`config.mk`:
```
export PLATFORM = sky130hd
export DESIGN_NAME = and4_unit
export DESIGN_NICKNAME = d
export VERILOG_FILES = /design/src/rtl/alu_pkg.sv /design/src/rtl/and_core.sv /design/src/rtl/and4_unit.sv
export SDC_FILE = /design/constraint.sdc
export NUM_CORES = 1
export LEC_CHECK = 0
export BUFFER_PORTS_ARGS = -buffer_cell sky130_fd_sc_hd__buf_2
export CAP_MARGIN = 5
export CORE_UTILIZATION = 28
export DETAILED_ROUTE_END_ITERATION = 10
export GPL_ROUTABILITY_DRIVEN = 0
export PLACE_DENSITY_LB_ADDON = 0.25
export SETUP_SLACK_MARGIN = 0.3
export SLEW_MARGIN = 20
export SYNTH_ARGS = -nofsm -noshare
export SYNTH_HDL_FRONTEND = slang
export SYNTH_SLANG_ARGS = --single-unit
```
`constraint.sdc`:
```
create_clock -name clk -period 2.1 [get_ports clk]
set_input_delay 0.21 -clock clk [delete_from_list [all_inputs] [get_ports clk]]
set_output_delay 0.21 -clock clk [all_outputs]
set_load 0.01 [all_outputs]
```
`src/rtl/alu_pkg.sv`:
```
// alu_pkg: shared ALU widths, flag bundle and popcount helper
package alu_pkg;
  localparam int ALU_WIDTH = 4;
  localparam int MAX_W = 32;
  localparam int MAX_POPW = 6;
  typedef struct packed {
    logic zero;
    logic ones;
    logic [MAX_POPW-1:0] pop;
  } alu_flags_t;
  function automatic logic [MAX_POPW-1:0] popcount(input logic [MAX_W-1:0] v);
    popcount = '0;
    for (int i = 0; i < MAX_W; i++) popcount += MAX_POPW'(v[i]);
  endfunction
endpackage

```
`src/rtl/and_core.sv`:
```
// and_core: combinational bitwise AND with zero/all-ones/popcount flags
module and_core
  import alu_pkg::*;
#(
  parameter int WIDTH = ALU_WIDTH
) (
  input  logic [WIDTH-1:0] a,
  input  logic [WIDTH-1:0] b,
  output logic [WIDTH-1:0] y,
  output alu_flags_t       flags
);
  // result and flags derived from the same AND so they always agree
  always_comb begin
    y = a & b;
    flags = '{zero: (y == '0), ones: (&y), pop: popcount(MAX_W'(y))};
  end
endmodule

```
`src/rtl/and4_unit.sv`:
```
// and4_unit: registered AND stage with valid/ready handshake and status flags
module and4_unit
  import alu_pkg::*;
#(
  parameter int WIDTH = ALU_WIDTH,
  parameter int POPW  = $clog2(WIDTH + 1)
) (
  input  logic             clk,
  input  logic             rst_n,
  input  logic [WIDTH-1:0] a,
  input  logic [WIDTH-1:0] b,
  input  logic             in_valid,
  output logic             in_ready,
  output logic [WIDTH-1:0] y,
  output logic             y_zero,
  output logic             y_ones,
  output logic [POPW-1:0]  y_pop,
  output logic             out_valid,
  input  logic             out_ready
);
  logic [WIDTH-1:0] c_y;
  alu_flags_t c_f;
  logic accept;
  logic pop_unused;
  and_core #(.WIDTH(WIDTH)) u_core (.a(a), .b(b), .y(c_y), .flags(c_f));
  assign in_ready = !out_valid || out_ready;
  assign accept = in_valid && in_ready;
  assign pop_unused = ^(c_f.pop >> POPW);
  // capture result and flags together on accept; otherwise only drop valid on consume
  always_ff @(posedge clk or negedge rst_n) begin
    if (!rst_n) begin
      out_valid <= 1'b0;
      y <= '0;
      y_zero <= 1'b1;
      y_ones <= 1'b0;
      y_pop <= '0;
    end else if (accept) begin
      out_valid <= 1'b1;
      y <= c_y;
      y_zero <= c_f.zero;
      y_ones <= c_f.ones;
      y_pop <= c_f.pop[POPW-1:0];
    end else if (out_ready) begin
      out_valid <= 1'b0;
    end
  end
endmodule

```
# ---- After elaboration in Yosys (flattened, before gate mapping)
# Index checks and enable logic that the tools add are counted.
# Widths: inputs -> output; s select.
dict set report op_classes {
  add_sub_neg 3
  mul 0
  div 0
  order_cmp 0
  n_eq_ne 0
  n_shift 0
  muxes 2
  bitwise 1
  n_reduce_logical 6
}
# cell count
set op_table {}
lappend op_table {{$add 3x1->3} 2}
lappend op_table {{$and 4x4->4} 1}
lappend op_table {{$logic_not 4->1} 1}
lappend op_table {{$reduce_and 4->1} 1}
lappend op_table {{$add 1x1->2} 1}
lappend op_table {{$mux 1} 2}
lappend op_table {{$reduce_bool 2->1} 1}
lappend op_table {{$logic_and 1x1->1} 1}
lappend op_table {{$logic_not 1->1} 1}
lappend op_table {{$logic_or 1x1->1} 1}
dict set report word_totals {
  register_bits 10
  latch_bits 0
  ramBits 0
  romBits 0
  input_bits 12
  wordCells 17
  mem_count 0
}

# ---- Logic depth before layout (Yosys ltp)
dict set report logic_depth {
  depth_word 4
  mapped_depth 6
  mapped_depth_nobuf 6
}

# ---- By module
# A second synthesis with hierarchy kept.
dict set report unflattened {
  hier_cells 41
  hier_area_um2 564.3
}
# module instances cells_per_inst area_per_inst_um2 seq_area_each_um2
set modules_own_cells {}
lappend modules_own_cells {and4_unit 1 22 426.7 251.5}
lappend modules_own_cells {and_core 1 19 137.6 0.0}

# ---- Worst setup path after synthesis
# OpenSTA, ideal clock, no wires.
dict set report synth_timing {
  path_kind {input-to-reg}
  startpoint {in a[0]}
  endpoint {reg y_pop[1]}
  setup_time_ns 0.125
  arrival_ns 1.531
  required_ns 1.975
  path_slack_ns 0.444
  path_stages 6
  n_path_buf 0
  path_cell_list {and2_1 > inv_1 > ha_1 > fa_1 > ha_1 > mux2_2}
}
# element line_no
set synth_rtl {}
lappend synth_rtl {{start: declaration} and4_unit.sv:10} ;# input logic [WIDTH-1:0] a,
lappend synth_rtl {{end signal: assignment} and4_unit.sv:42} ;# y_pop <= c_f.pop[POPW-1:0];
lappend synth_rtl {{end: declaration} and4_unit.sv:17} ;# output logic [POPW-1:0] y_pop,

==> metrics <==
share of the synthesized area in the top cell type 46.39%; H-tree depth 1; initial core utilization 31.14%; Worst R2R End y_pop[0]$_DFFE_PN0P_; final hold vios 0; fin nets 78; clock transition at the registers of the reported paths 0.07 ns; Crit path required time 2.25 ns; Net Count, Synth 50; RSZ-0062 raised after global routing false; Routed WL 893 µm; Layout Skew 0.007392 ns; chip width 43.64 µm; core area 1559 µm²; syn avg cell area 14.28 µm²; Warnings, synthesis 0; drt first pass iters 6; share of layout cells above drive strength 1 59.02%; initial antenna violation count 0; DRC 4; worst slew margin relative to its limit 84.80%; synthesized flop and latch total 10; Ant. Diodes 0; Global Route Usage Sum 11.20%; crit-path cells buf_2 > and2_1 > inv_1 > ha_1 > fa_1 > ha_1 > mux2_2; max incr delay on CP 0.36 ns; hold path start in_valid; Synth top cells by count 9 x dfrtp_1, 8 x mux2_2, 3 x and2_1, 3 x ha_1, 2 x inv_1; die area 1904 µm²; PortBufs 22; Fmax 0.6693 GHz; 1st-iter DRT viols 7; dominant cell type by area after synthesis dfrtp_1; Worst Hold Depth 2; post-cts repair resize count 0; Fill cells 160; R2R setup slack 1.02 ns; Critical Path AT 1.65 ns; gr ovfl total 0; Worst Setup End Kind flip-flop; PD cells 720.4 nW/µm²; WS Path Type input pin to flip-flop; post-route cell area 651.9 µm²; clock tree buffer depth 2; Endpoint, Worst Hold out_valid$_DFFE_PN0P_; Setup-failing EPs final 0; fin crit period 1.494 ns; Clock Latency Late Sink 0.26 ns; violated checks design-rule violations; Critical Path Start Type input pin; num rows 14; post-route clock period utilization 71.15%; Synth Flop Type dfrtp_1; Post-DP Area 615.6 µm²; clk sink count 10; FFs w/ async S/R, synth 100.0%; Pwr Total 0.4696 mW; Multi-input gate area 226.5 µm²; Area contributors post-synth dfrtp_1 46%, mux2_2 19%, ha_1 7.7%; vias 354; maxcap violations 0; synthesized cell area 485.5 µm²; vias in the first global route 366; CTS tree yes; Seq/Total Area, Yosys 51.80%; first-pass GRT wire length 1476 µm; hpwl dp 700.5 µm; leakage 0.3630 nW; hold crit path type input pin to flip-flop; Via-to-Cell Ratio 4.597; die boundary height 43.64 µm; largest net degree at the start of global routing 11; Wirelength per Cell 11.60 µm; Antenna Nets Post-Route 0; Inst Count DP 72; reg2reg path depth 3; status finished, violations left; Slew @ Worst Pin 0.2279 ns; Storage cell area 251.5 µm²; final core occ 41.81%; CTS root buf clkbuf_4; Crit-path slowest cell fa_1; Post-Layout Cell Count 77; P&R area growth vs syn 34.28%; EDFF count, synth 0; synth unique cells 14; Slew Limit Fails 0; setup TNS 0 ns; worst vdd ir 0.3365 mV; worst-path fanout max 3; top-count cell post-synth dfrtp_1; Setup crit start a[0]; CP dominant cell by count ha_1; synthesized instance count 34; IO Pins 23; RR Startpoint out_valid$_DFFE_PN0P_; CTS Buf Count 3
-- cells in the final DEF, fill, tap and decap left out, types with 2 or more instances in the layout --
master,count
buf_2,22
clkbuf_4,3
inv_1,2
mux2_2,8
ha_1,3
dfrtp_1,9
and2_1,3
-- cell families after synthesis --
group / after synthesis / synth area share [%]
flops: 10 / 51.81
simple gates: 9 / 14.18
mux: 8 / 18.56
fa+ha+maj: 4 / 11.86
buf+inv: 2 / 1.547
compound gates: 1 / 2.062
-- report_power, final --
group	total, mW	internal [mW]	switching (mW)
registers	0.229	0.218	0.0107
clock network	0.138	0.0733	0.0647
logic	0.103	0.0541	0.0484
-- metal layers --
metal  vias to the layer above  wire [µm]  track usage (%)  part of all wire [%]
met2                        16        398            17.01                    45
met1                       162        390            12.30                    44
met3                         5         75            4.167                   8.4
met5                         -          0                0                     0
li1                        171          -                -                     -
met4                         0         29            9.375                   3.2
-- how the worst max path moves through the flow --
stage                                 to  slack, ns  cells after the start
floorplan           y_pop[1]$_DFFE_PN0P_       0.44                      6
global placement    y_pop[1]$_DFFE_PN0P_       0.32                      7
detailed placement  y_pop[1]$_DFFE_PN0P_       0.31                      7
CTS                 y_pop[1]$_DFFE_PN0P_       0.60                      7
global route        y_pop[1]$_DFFE_PN0P_       0.52                      7
finish              y_pop[1]$_DFFE_PN0P_       0.61                      7
-- sequential cells by signal (all words and copies together) (netlist names) --
signal / cells
out_valid: 1
y_ones: 1
y: 4
y_zero: 1
y_pop: 3
-- stage by stage --
step,hold slack (ns),worst slack [ns]
3_5_place_dp,0.08885,0.3108
3_3_place_gp,0.08463,0.3232
2_1_floorplan,-0.08559,0.4439
4_1_cts,0.1757,0.6001
5_1_grt,0.1735,0.5238
6_report,0.1833,0.6058
-- layout make-up --
type / instances / share of cell area [%]
tap: 16 / 3.071
inverter: 2 / 1.152
multi-input combinational: 22 / 34.74
clock buffer: 4 / 4.031
timing repair buffer: 23 / 18.43
sequential: 10 / 38.58
-- critical path: cells and delay by family --
kind                       cells  cell delay (ns)
and+or+nand+nor                1             0.15
adders and majority gates      3             0.91
buffers and inverters          2             0.12
muxes                          1             0.25
-- what timing repair did --
item / CTS / global route
endpoints found under the hold margin: 9 / 0
hold buffers: 1 / 0
setup buffers: 0 / 0
No activity file was read; power rests on OpenSTA's default activity.
